[src/rtl/adder_disp_pkg.sv]
// rtl/adder_disp_pkg.sv - shared constants and helpers for the BCD adder display
// Purpose: FSM state encodings, the 7-segment digit table and the BCD-digit to
//          segment mapping used by adder_bcd_display_seq.
// Ports:   none (package).
package adder_disp_pkg;

  localparam logic [2:0] IDLE   = 3'd0;
  localparam logic [2:0] CONV_A = 3'd1;
  localparam logic [2:0] CONV_B = 3'd2;
  localparam logic [2:0] CONV_S = 3'd3;
  localparam logic [2:0] DONE   = 3'd4;

  // bit0 = a .. bit6 = g, active-high
  localparam logic [6:0] SEG_DIGIT [0:9] = '{
    7'h3F, 7'h06, 7'h5B, 7'h4F, 7'h66, 7'h6D, 7'h7D, 7'h07, 7'h7F, 7'h6F
  };

  localparam logic [6:0] SEG_ZERO = 7'h3F;

  // Codes 10-15 cannot come out of the converter; they map to a blank digit.
  function automatic logic [6:0] bcd_to_seg(input logic [3:0] d);
    logic [6:0] seg;
    seg = 7'h00;
    for (int i = 0; i < 10; i++) begin
      if (d == 4'(i)) seg = SEG_DIGIT[i];
    end
    return seg;
  endfunction

endpackage

[src/rtl/bin2bcd_dd.sv]
// rtl/bin2bcd_dd.sv - sequential double-dabble binary to BCD converter
// Purpose: converts an IN_W-bit unsigned value to DIG BCD digits, one input bit
//          per clock, MSB first.
// Ports:   clk, rst_n (sync, active-low); start loads bin and shifts in its MSB;
//          done is high in the cycle whose clock edge performs the final shift,
//          and bcd presents the completed result during that cycle.
module bin2bcd_dd #(
  parameter int IN_W = 8,
  parameter int DIG  = 3
) (
  input  logic              clk,
  input  logic              rst_n,
  input  logic              start,
  input  logic [IN_W-1:0]   bin,
  output logic              done,
  output logic [4*DIG-1:0]  bcd
);

  localparam int CNT_W = $clog2(IN_W);
  localparam logic [CNT_W-1:0] CNT_INIT = CNT_W'(IN_W - 1);

  logic [IN_W-1:0]  sh_q;
  logic [4*DIG-1:0] bcd_q;
  logic [4*DIG-1:0] adj;
  logic [4*DIG-1:0] bcd_nxt;
  logic [CNT_W-1:0] cnt_q;
  logic             run_q;

  // Add 3 to any digit >= 5 before the shift so it carries correctly.
  always_comb begin
    adj = bcd_q;
    for (int k = 0; k < DIG; k++) begin
      if (bcd_q[4*k +: 4] >= 4'd5) adj[4*k +: 4] = bcd_q[4*k +: 4] + 4'd3;
    end
    bcd_nxt = (adj << 1) | {{(4*DIG-1){1'b0}}, sh_q[IN_W-1]};
  end

  // Exposing the combinational final step lets the caller capture the result
  // and restart the core on the same edge.
  assign done = run_q && (cnt_q == CNT_W'(1));
  assign bcd  = bcd_nxt;

  always_ff @(posedge clk) begin
    if (!rst_n) begin
      sh_q  <= '0;
      bcd_q <= '0;
      cnt_q <= '0;
      run_q <= 1'b0;
    end else if (start) begin
      // A single bit shifted into an all-zero BCD never needs correction.
      sh_q  <= bin << 1;
      bcd_q <= {{(4*DIG-1){1'b0}}, bin[IN_W-1]};
      cnt_q <= CNT_INIT;
      run_q <= 1'b1;
    end else if (run_q) begin
      sh_q  <= sh_q << 1;
      bcd_q <= bcd_nxt;
      cnt_q <= cnt_q - CNT_W'(1);
      if (cnt_q == CNT_W'(1)) run_q <= 1'b0;
    end
  end

endmodule

[src/rtl/adder_bcd_display_seq.sv]
// rtl/adder_bcd_display_seq.sv - switch-entry adder with sequential BCD 7-segment display
// Purpose: holds operands A/B loaded from slide switches, converts A, B and the
//          result to BCD with one shared double-dabble core, and drives
//          registered 7-segment buses that all update together.
// Ports:   clk, rst_n (sync, active-low); switchs/switch_mode/load operand entry;
//          busy (conversion running, load ignored); valid (one-cycle pulse on
//          display update); seg_a/seg_b/seg_sum digit k at [7k+6:7k], k=0 units.
// Config:  ADDER_SUB_EN adds op_sub (sampled with load; result = |A-B|) and
//          sum_neg (A<B during a subtraction, updates with seg_sum).
module adder_bcd_display_seq
  import adder_disp_pkg::*;
#(
  parameter int OP_W    = 7,
  parameter int OP_DIG  = 3,
  parameter int SUM_DIG = 3
) (
  input  logic                 clk,
  input  logic                 rst_n,
  input  logic [OP_W-1:0]      switchs,
  input  logic                 switch_mode,
  input  logic                 load,
`ifdef ADDER_SUB_EN
  input  logic                 op_sub,
  output logic                 sum_neg,
`endif
  output logic                 busy,
  output logic                 valid,
  output logic [7*OP_DIG-1:0]  seg_a,
  output logic [7*OP_DIG-1:0]  seg_b,
  output logic [7*SUM_DIG-1:0] seg_sum
);

  logic [2:0]           state;
  logic [OP_W-1:0]      op_a;
  logic [OP_W-1:0]      op_b;
  logic                 kick;
  logic                 commit;
  logic [OP_W:0]        result;
  logic [4*OP_DIG-1:0]  shadow_a;
  logic [4*OP_DIG-1:0]  shadow_b;
  logic [4*SUM_DIG-1:0] shadow_s;
  logic                 cv_start;
  logic                 cv_done;
  logic [OP_W:0]        cv_bin;
  logic [4*SUM_DIG-1:0] cv_bcd;

`ifdef ADDER_SUB_EN
  logic sub_q;

  always_comb begin
    result = {1'b0, op_a} + {1'b0, op_b};
    if (sub_q) begin
      result = (op_a < op_b) ? ({1'b0, op_b} - {1'b0, op_a})
                             : ({1'b0, op_a} - {1'b0, op_b});
    end
  end

  always_ff @(posedge clk) begin
    if (!rst_n) begin
      sub_q   <= 1'b0;
      sum_neg <= 1'b0;
    end else begin
      if (state == IDLE && load) sub_q <= op_sub;
      if (state == CONV_S && commit) sum_neg <= sub_q && (op_a < op_b);
    end
  end
`else
  assign result = {1'b0, op_a} + {1'b0, op_b};
`endif

  // kick starts A in the first CONV_A cycle from the freshly loaded register;
  // B and the result are chained onto the previous conversion's final edge.
  assign cv_start = kick | (cv_done & ((state == CONV_A) | (state == CONV_B)));
  assign cv_bin   = kick ? {1'b0, op_a} : ((state == CONV_A) ? {1'b0, op_b} : result);

  bin2bcd_dd #(
    .IN_W (OP_W + 1),
    .DIG  (SUM_DIG)
  ) u_bin2bcd (
    .clk   (clk),
    .rst_n (rst_n),
    .start (cv_start),
    .bin   (cv_bin),
    .done  (cv_done),
    .bcd   (cv_bcd)
  );

  assign busy  = (state != IDLE);
  assign valid = (state == DONE);

  always_ff @(posedge clk) begin
    if (!rst_n) begin
      state    <= IDLE;
      op_a     <= '0;
      op_b     <= '0;
      kick     <= 1'b0;
      commit   <= 1'b0;
      shadow_a <= '0;
      shadow_b <= '0;
      shadow_s <= '0;
      seg_a    <= {OP_DIG{SEG_ZERO}};
      seg_b    <= {OP_DIG{SEG_ZERO}};
      seg_sum  <= {SUM_DIG{SEG_ZERO}};
    end else begin
      kick   <= 1'b0;
      commit <= 1'b0;
      case (state)
        IDLE: begin
          if (load) begin
            if (switch_mode) op_a <= switchs;
            else             op_b <= switchs;
            kick  <= 1'b1;
            state <= CONV_A;
          end
        end
        CONV_A: begin
          if (cv_done) begin
            shadow_a <= cv_bcd[4*OP_DIG-1:0];
            state    <= CONV_B;
          end
        end
        CONV_B: begin
          if (cv_done) begin
            shadow_b <= cv_bcd[4*OP_DIG-1:0];
            state    <= CONV_S;
          end
        end
        CONV_S: begin
          // Result lands in its shadow first; all displays switch one edge later.
          if (commit) begin
            for (int k = 0; k < OP_DIG; k++) begin
              seg_a[7*k +: 7] <= bcd_to_seg(shadow_a[4*k +: 4]);
              seg_b[7*k +: 7] <= bcd_to_seg(shadow_b[4*k +: 4]);
            end
            for (int k = 0; k < SUM_DIG; k++) begin
              seg_sum[7*k +: 7] <= bcd_to_seg(shadow_s[4*k +: 4]);
            end
            state <= DONE;
          end else if (cv_done) begin
            shadow_s <= cv_bcd;
            commit   <= 1'b1;
          end
        end
        DONE: begin
          state <= IDLE;
        end
        default: begin
          state <= IDLE;
        end
      endcase
    end
  end

endmodule
[config.mk]
export PLATFORM = sky130hd
export DESIGN_NAME = adder_bcd_display_seq
export DESIGN_NICKNAME = d
export VERILOG_FILES = /design/src/rtl/adder_disp_pkg.sv /design/src/rtl/bin2bcd_dd.sv /design/src/rtl/adder_bcd_display_seq.sv
export SDC_FILE = /design/constraint.sdc
export NUM_CORES = 1
export LEC_CHECK = 0
export ABC_AREA = 1
export CORE_UTILIZATION = 51
export CTS_BUF_LIST = sky130_fd_sc_hd__clkbuf_4 sky130_fd_sc_hd__clkbuf_8 sky130_fd_sc_hd__clkbuf_16
export DETAILED_ROUTE_END_ITERATION = 12
export PLACE_DENSITY = 0.87
export RECOVER_POWER = 100
export SYNTH_ARGS = -nofsm -noshare
export SYNTH_HDL_FRONTEND = slang
export SYNTH_SLANG_ARGS = --single-unit
[constraint.sdc]
create_clock -name clk -period 1.7 [get_ports clk]
set_input_delay 0.425 -clock clk [delete_from_list [all_inputs] [get_ports clk]]
set_output_delay 0.425 -clock clk [all_outputs]
set_load 0.02 [all_outputs]
==> impl_results.md, run 1 <==
* Length in cells of the worst reg-to-reg path at 10
* Final critical-path share of the clock period at 103.5%
* Vias per Instance at 5.569
* Routed wire per std cell at roughly 15 µm
* Proportion of synthesized chip area in sequential cells at between 40% and 50%
* TritonCTS Buffers at 17
* Clock period minus worst slack at around 1800 ps
* Violated checks: setup timing
* Routability Congestion at approximately 0.85
* Number of hold-slack violations in the final timing report at 0
* Share of layout cells above drive strength 1 at about a tenth
* Yosys warning count at 0
* Max-Slew Margin vs Limit at roughly 76%
* Filler cell count at 1,037
* Ordered list of cells on the worst path: nor2_1 > buf_4 > nand2_2 > nand2_2 > inv_2 > o21ai_4 > buf_4 > nor2_4 > o21ai_0 > a21oi_1
* Pleak at ~3.4 nW
* Worst-case setup margin in the final layout at -58.70 ps
* Die area at between 10,000 and 15,000 µm²
* Number of enable-type register cells in the synthesized netlist at 0
* Min-Delay Endpoint: u_bin2bcd.sh_q[3]
* Number of input and output port buffers inserted at 75
* Placed insts at 1,180
* Dominant synthesized flop cell: dfxtp_1
* Final cell count without fillers at around 1,200
* Total standard cell area after synthesis at between 6000 and 7000 µm²
* Via count at 6,772
* Max-cap violation count at 0
* Largest incremental delay on the critical path at between 300 and 400 ps
* Clock tree from TritonCTS: done
* Area after DPL at 7731 µm²
* Detailed Route WL at approximately 18 mm
* Distinct cell type count after synthesis at 42
* Yosys reg bits at between 100 and 150
* Number of nets with antenna violations after detailed routing at 0
* Utilization of the core after routing at ~66%
* Data arrival time of the critical path at approximately 2100 ps
* Leading cell types by total area after synthesis: dfxtp_1, nand2_1, o21ai_0
* Area used by multi-input combinational logic at around 3300 µm²
* Finish-stage setup viols at 1
* Crit-path max FO at 5
* Start point of the worst min-delay path: rst_n
* Setup Crit Path Kind: reg -> reg
* DP HPWL at between 10 and 15 mm
* Setup skew after layout at approximately 5.7 ps
* Outcome: complete, but fails checks
* Residual overflow from global routing at 0
* Layout overhead on the synthesized area at 24.89%
* Power per cell area at roughly 1100 nW/µm²
* Die Span X at between 100 and 150 µm
* Maximum operating frequency at approximately 0.57 GHz
* Clock slew seen by the registers of the worst setup and hold paths at about 60 ps
* Synthesized net count at approximately 980
* Overall track demand over capacity in global routing at a little over a quarter
* Net count reported at finish at ~1,100
* Gate count after technology mapping at approximately 950
* Initial antenna violation count at 0
* Cell accounting for the most synthesized area: dfxtp_1
* Average cell area after synthesis at just over 7 µm²
* Register-to-register setup slack at -60 ps
* Type of element launching the critical path: flop
* CP Capture Type: flop
* Number of global-route vias before repair at ~6,200
* Reg-to-Reg End: u_bin2bcd.bcd_q[5]
* H-tree depth at 4
* 1st-iter DRT viols at 665
* First-pass GRT wire length at 28.92 mm
* CTS Buffer Depth at 2
* Core Footprint at around 13,000 µm²
* Slew of the pin with the lowest slew margin at 363.0 ps
* Die span in y at around 120 µm
* Worst skew pair latency at approximately 430 ps
* Async set-reset flop share out of synthesis at 0%
* Clock Sink Count at approximately 140
* Number of inserted diodes at 0
* Number of cells traversed by the worst hold path at 4
* Number of max-slew violations in the final report at 0
* Tightest Hold Check Type: in -> reg
* Remaining design rule violation count at 0
* Worst VDD drop at 0.0007591 V
* Hold-fix buffers, CTS at 0
* Total design power at 0.009546 W
* Hold Slack at 443.3 ps
* Largest net degree at the start of global routing at between 80 and 90
* Io pins at 76
* Highest-count cells in the layout ignoring fill and taps: nand2_1, dfxtp_1, o21ai_0
* Standard cell with the maximum stage delay on the critical path: dfxtp_2
* Area share of the leading cell type in the synthesized netlist at ~42%
* Clock root buffer: clkbuf_16
* Initial DRT Pass Iterations at 6
* Worst R2R Start: state[0]
* Req. time, crit path at ~2000 ps
* Most frequent standard cell in the layout excluding fill and tap cells: nand2_1
* RSZ-0062 raised after global routing: true
* Final instance area at about 8400 µm²
* Sequential cell area at ~2800 µm²
* Standard-cell row count at 41
* Effective utilization at floorplan at between 50% and 60%
[sequential cells by signal, indices dropped and copies added, names as in the netlist]
register and flops:
state 3, shadow_s 12, shadow_b 12, op_a 7, u_bin2bcd.sh_q 7, u_bin2bcd.cnt_q 3
seg_sum 21, seg_a 21, u_bin2bcd.bcd_q 12, seg_b 21, kick 1, op_b 7
u_bin2bcd.run_q 1, shadow_a 12, commit 1
[critical path: cells and delay by family (launching register included)]
| kind | cells | cell delay [ps] |
|---|---|---|
| AO/OA/AOI/OAI | 3 | 470 |
| AND/OR/NAND/NOR | 4 | 420 |
| buffers and inverters | 3 | 410 |
| flip-flops | 1 | 370 |
[stage by stage]
stage	setup WS (ps)	TNS [ps]
5_1_grt	-115.3	-1942
3_3_place_gp	24.97	0
4_1_cts	6.939	0
6_report	-58.70	-58.70
3_5_place_dp	-8.666	-8.666
2_1_floorplan	106.6	0
[Yosys cell counts (5+ instances only)]
| cell | n |
|---|---|
| nor3_1 | 5 |
| clkbuf_1 | 26 |
| o211ai_1 | 7 |
| a211oi_1 | 7 |
| nand3_1 | 46 |
| nor2_1 | 89 |
| a21oi_1 | 93 |
| o22ai_1 | 13 |
| inv_2 | 6 |
| a41oi_1 | 7 |
| o2bb2ai_1 | 6 |
| inv_1 | 101 |
| dfxtp_1 | 141 |
| buf_2 | 13 |
| nand2_1 | 193 |
| a31oi_1 | 9 |
| o21ai_1 | 5 |
| o21ai_0 | 118 |
| ha_1 | 15 |
[layout make-up]
type | instances | share of cell area (%)
Clock buffer | 20 | 5.493
Clock inverter | 12 | 2.568
Inverter | 107 | 4.792
Multi-Input combinational cell | 655 | 39.63
Sequential cell | 141 | 33.74
Tap cell | 172 | 2.568
Timing Repair Buffer | 109 | 11.21
[cells by family (layout without fill, tap and decap cells)]
family          Yosys count  in the layout  synth area share, %
xor+xnor                  4              4               0.5221
buf+inv                 153            248                9.135
flops                   141            141                42.06
simple gates            355            356                21.92
fa+ha+maj                16             16                3.095
compound gates          279            279                23.27
[routing by layer]
metal | vias to the layer above | track usage, % | wire length, µm
met5 | - | 0 | 0
met4 | 0 | 13.00 | 560
met3 | 48 | 5.241 | 1103
met2 | 287 | 45.64 | 8714
met1 | 3113 | 33.31 | 7553
li1 | 3324 | - | -
[timing repair]
action	4_1_cts	5_1_grt
endpoints found under the setup margin	70	27
pin swaps	3	7
endpoints found under the hold margin	0	0
gates resized for setup	78	20
buffers inserted	1	1
cloned	1	1
[how the worst max path moves through the flow]
stage,from,to,depth (start not counted)
after detailed placement,op_b[0],u_bin2bcd.sh_q[7],12
after global placement,load,op_b[2],8
after global routing,state[0],u_bin2bcd.bcd_q[5],10
after floorplan,op_a[0],u_bin2bcd.sh_q[7],12
final,state[0],u_bin2bcd.bcd_q[5],10
after CTS,state[2],busy,3
[power breakdown]
group	switching, W	internal, W	total, W
clock	0.00141	0.00283	0.00424
sequential	0.000181	0.00351	0.00369
combinational	0.00103	0.000589	0.00162
total	0.00262	0.00693	0.00955
No activity file was read; power rests on OpenSTA's default activity.
==> run 2: changes to the inputs <==
==> constraint.sdc (replaced) <==
create_clock -name clk -period 1.7 [get_ports clk]
set_input_delay 0.17 -clock clk [delete_from_list [all_inputs] [get_ports clk]]
set_output_delay 0.17 -clock clk [all_outputs]
set_load 0.02 [all_outputs]
==> run 2 against run 1 <==
The run now ends clean. Power shrank 5.3%. Clock skew grew 5.2 ps. Maximum frequency grew 6.8%. Non-clock buffer count shrank 3. Clock power shrank 12%. Setup slack gained 110 ps. Clock-buffer cell count grew 6. Cell area shrank 0.40%.
==> impl_results.md, run 2 (synthesis gave the netlist of run 1 again) <==
* Outcome: finished clean
* Slew of the pin with the lowest slew margin at 407.7 ps
* Min-Delay Endpoint: op_a[6]
* Largest net degree at the start of global routing at 93
* Top flop regs: seg_a: 21 flops, seg_b: 21 flops, seg_sum: 21 flops
* Final critical-path share of the clock period at 96.83%
* Die area at 13,620 µm²
* Max-cap violation count at 0
* Number of hold-slack violations in the final timing report at 0
* Residual overflow from global routing at 0
* Effective utilization at floorplan at 52.75%
* Initial antenna violation count at 0
* Highest-count cells in the layout ignoring fill and taps: nand2_1, dfxtp_1, o21ai_0
* Number of input and output port buffers inserted at between 70 and 80
* Clock tree from TritonCTS: done
* Worst VDD drop at about 0.0007 V
* Setup Total Neg Slack at 0 ps
* Hold Slack at 218.5 ps
* Req. time, crit path at around 2000 ps
* Routed wire per std cell at between 10 and 15 µm
* Die span in y at around 120 µm
* TritonCTS Buffers at 17
* Finish-stage setup viols at 0
* CP Capture Type: flop
* Via count at 6,735
* Number of global-route vias before repair at just over 6,000
* Setup skew after layout at ~11 ps
* Start point of the worst min-delay path: rst_n
* CP most frequent cell: nand2_1
* Filler cell count at approximately 1,000
* Hold-fix buffers, CTS at 0
* Data arrival time of the critical path at just under 2000 ps
* Utilization of the core after routing at approximately two thirds
* Net count reported at finish at about 1,100
* Number of inserted diodes at 0
* Sequential cell area at ~2800 µm²
* RSZ-0062 raised after global routing: true
* Ordered list of cells on the worst path: ha_4 > fa_2 > nand2_2 > nand2_2 > nand3_2 > nand2_1 > nand2_1 > nand3_1 > nand2_1 > nand2_1 > nand2_1 > a21oi_2
* Clock Sink Count at between 100 and 150
* DP HPWL at 11.10 mm
* Worst R2R Start: op_b[0]
* Area used by multi-input combinational logic at about 3300 µm²
* Initial DRT Pass Iterations at 5
* Routability Congestion at approximately 0.87
* Reg-to-Reg End: u_bin2bcd.sh_q[7]
* Number of max-slew violations in the final report at 0
* Worst-case setup margin in the final layout at approximately 54 ps
* CTS Buffer Depth at 2
* H-tree depth at 4
* Vias per Instance at 5.562
* Remaining design rule violation count at 0
* Standard cell with the maximum stage delay on the critical path: fa_2
* Total design power at about 0.0090 W
* Type of element launching the critical path: flop
* Layout overhead on the synthesized area at 24.38%
* Number of nets with antenna violations after detailed routing at 0
* Detailed Route WL at approximately 17 mm
* Worst setup slack after placement at ~13 ps
* Max-Slew Margin vs Limit at 72.82%
* Number of cells traversed by the worst hold path at 4
* Clock slew seen by the registers of the worst setup and hold paths at around 60 ps
* Register-to-register setup slack at approximately 54 ps
* Clock root buffer: clkbuf_16
* Die Span X at ~120 µm
* Core Footprint at 12,720 µm²
* Clock period minus worst slack at roughly 1600 ps
* Standard-cell row count at 41
* First-pass GRT wire length at 27.53 mm
* Tightest Hold Check Type: in -> reg
* Io pins at 76
* Length in cells of the worst reg-to-reg path at 12
* Crit-path max FO at 3
* Worst skew pair latency at between 400 and 500 ps
* Share of layout cells above drive strength 1 at under 10%
* Setup Crit Path Kind: reg -> reg
* 1st-iter DRT viols at slightly below 600
* Largest incremental delay on the critical path at between 300 and 400 ps
* Most frequent standard cell in the layout excluding fill and tap cells: nand2_1
* Overall track demand over capacity in global routing at roughly a quarter
* Power per cell area at 1082 nW/µm²
* Maximum operating frequency at 0.6075 GHz
* Pleak at approximately 3.4 nW
run 2: cell count changes in the layout (fill, tap and decap cells not counted), moves of 4 or more:
cell / previous run / this run
clkdlybuf4s50_1: 9 / 72
dlygate4sd2_1: 63 / 2
clkbuf_2: 5 / 0
buf_4: 23 / 27
bufinv_16: 6 / 2
run 2: repair_timing:
item,CTS,global route
endpoints found under the hold margin,0,0
endpoints found under the setup margin,5,27
buffers inserted,0,4
resized for setup,5,16
cloned,0,0
pin swaps,0,6
run 2: area by class of cell:
type | count | area share (%)
tap | 172 | 2.578
clock inverter | 5 | 0.9592
sequential | 141 | 33.87
inverter | 107 | 4.811
timing repair buffer | 106 | 11.99
clock buffer | 26 | 6.280
multi-input combinational | 654 | 39.51
run 2: critical path: cells and delay by family, from the launching register on:
| kind | cells | cell delay (ps) |
|---|---|---|
| flops | 1 | 340 |
| compound gates | 1 | 50 |
| fa+ha+maj | 2 | 540 |
| simple gates | 9 | 610 |
run 2: worst max-delay path by stage:
stage / from / end / slack [ps] / cells past startpoint
floorplan: op_a[0] / u_bin2bcd.sh_q[7] / 110 / 12
finish: op_b[0] / u_bin2bcd.sh_q[7] / 50 / 12
detailed placement: op_a[0] / u_bin2bcd.sh_q[7] / 10 / 12
global placement: op_a[0] / u_bin2bcd.sh_q[7] / 40 / 12
CTS: u_bin2bcd.cnt_q[1] / shadow_b[0] / 20 / 9
global route: op_b[0] / u_bin2bcd.sh_q[7] / -20 / 12
run 2: routing by layer:
layer  global-route usage (%)  vias to the layer above  part of all wire [%]
met1                    30.14                     3125                    42
li1                         -                     3316                     -
met4                    13.33                        0                   3.1
met2                    44.30                      252                    50
met5                        0                        -                     0
met3                    5.034                       42                   5.0
run 2: power by group:
| group | internal (W) | switching [W] |
|---|---|---|
| sequential | 0.00351 | 0.000167 |
| combinational | 0.000592 | 0.00103 |
| clock | 0.00241 | 0.00133 |
run 2: per-stage QoR:
step / std cells / instance area [µm²]
after global routing: 1211 / 8348
final: 1211 / 8348
after floorplan: 948 / 6711
after global placement: 1176 / 7689
after detailed placement: 1176 / 7689
after CTS: 1207 / 8300
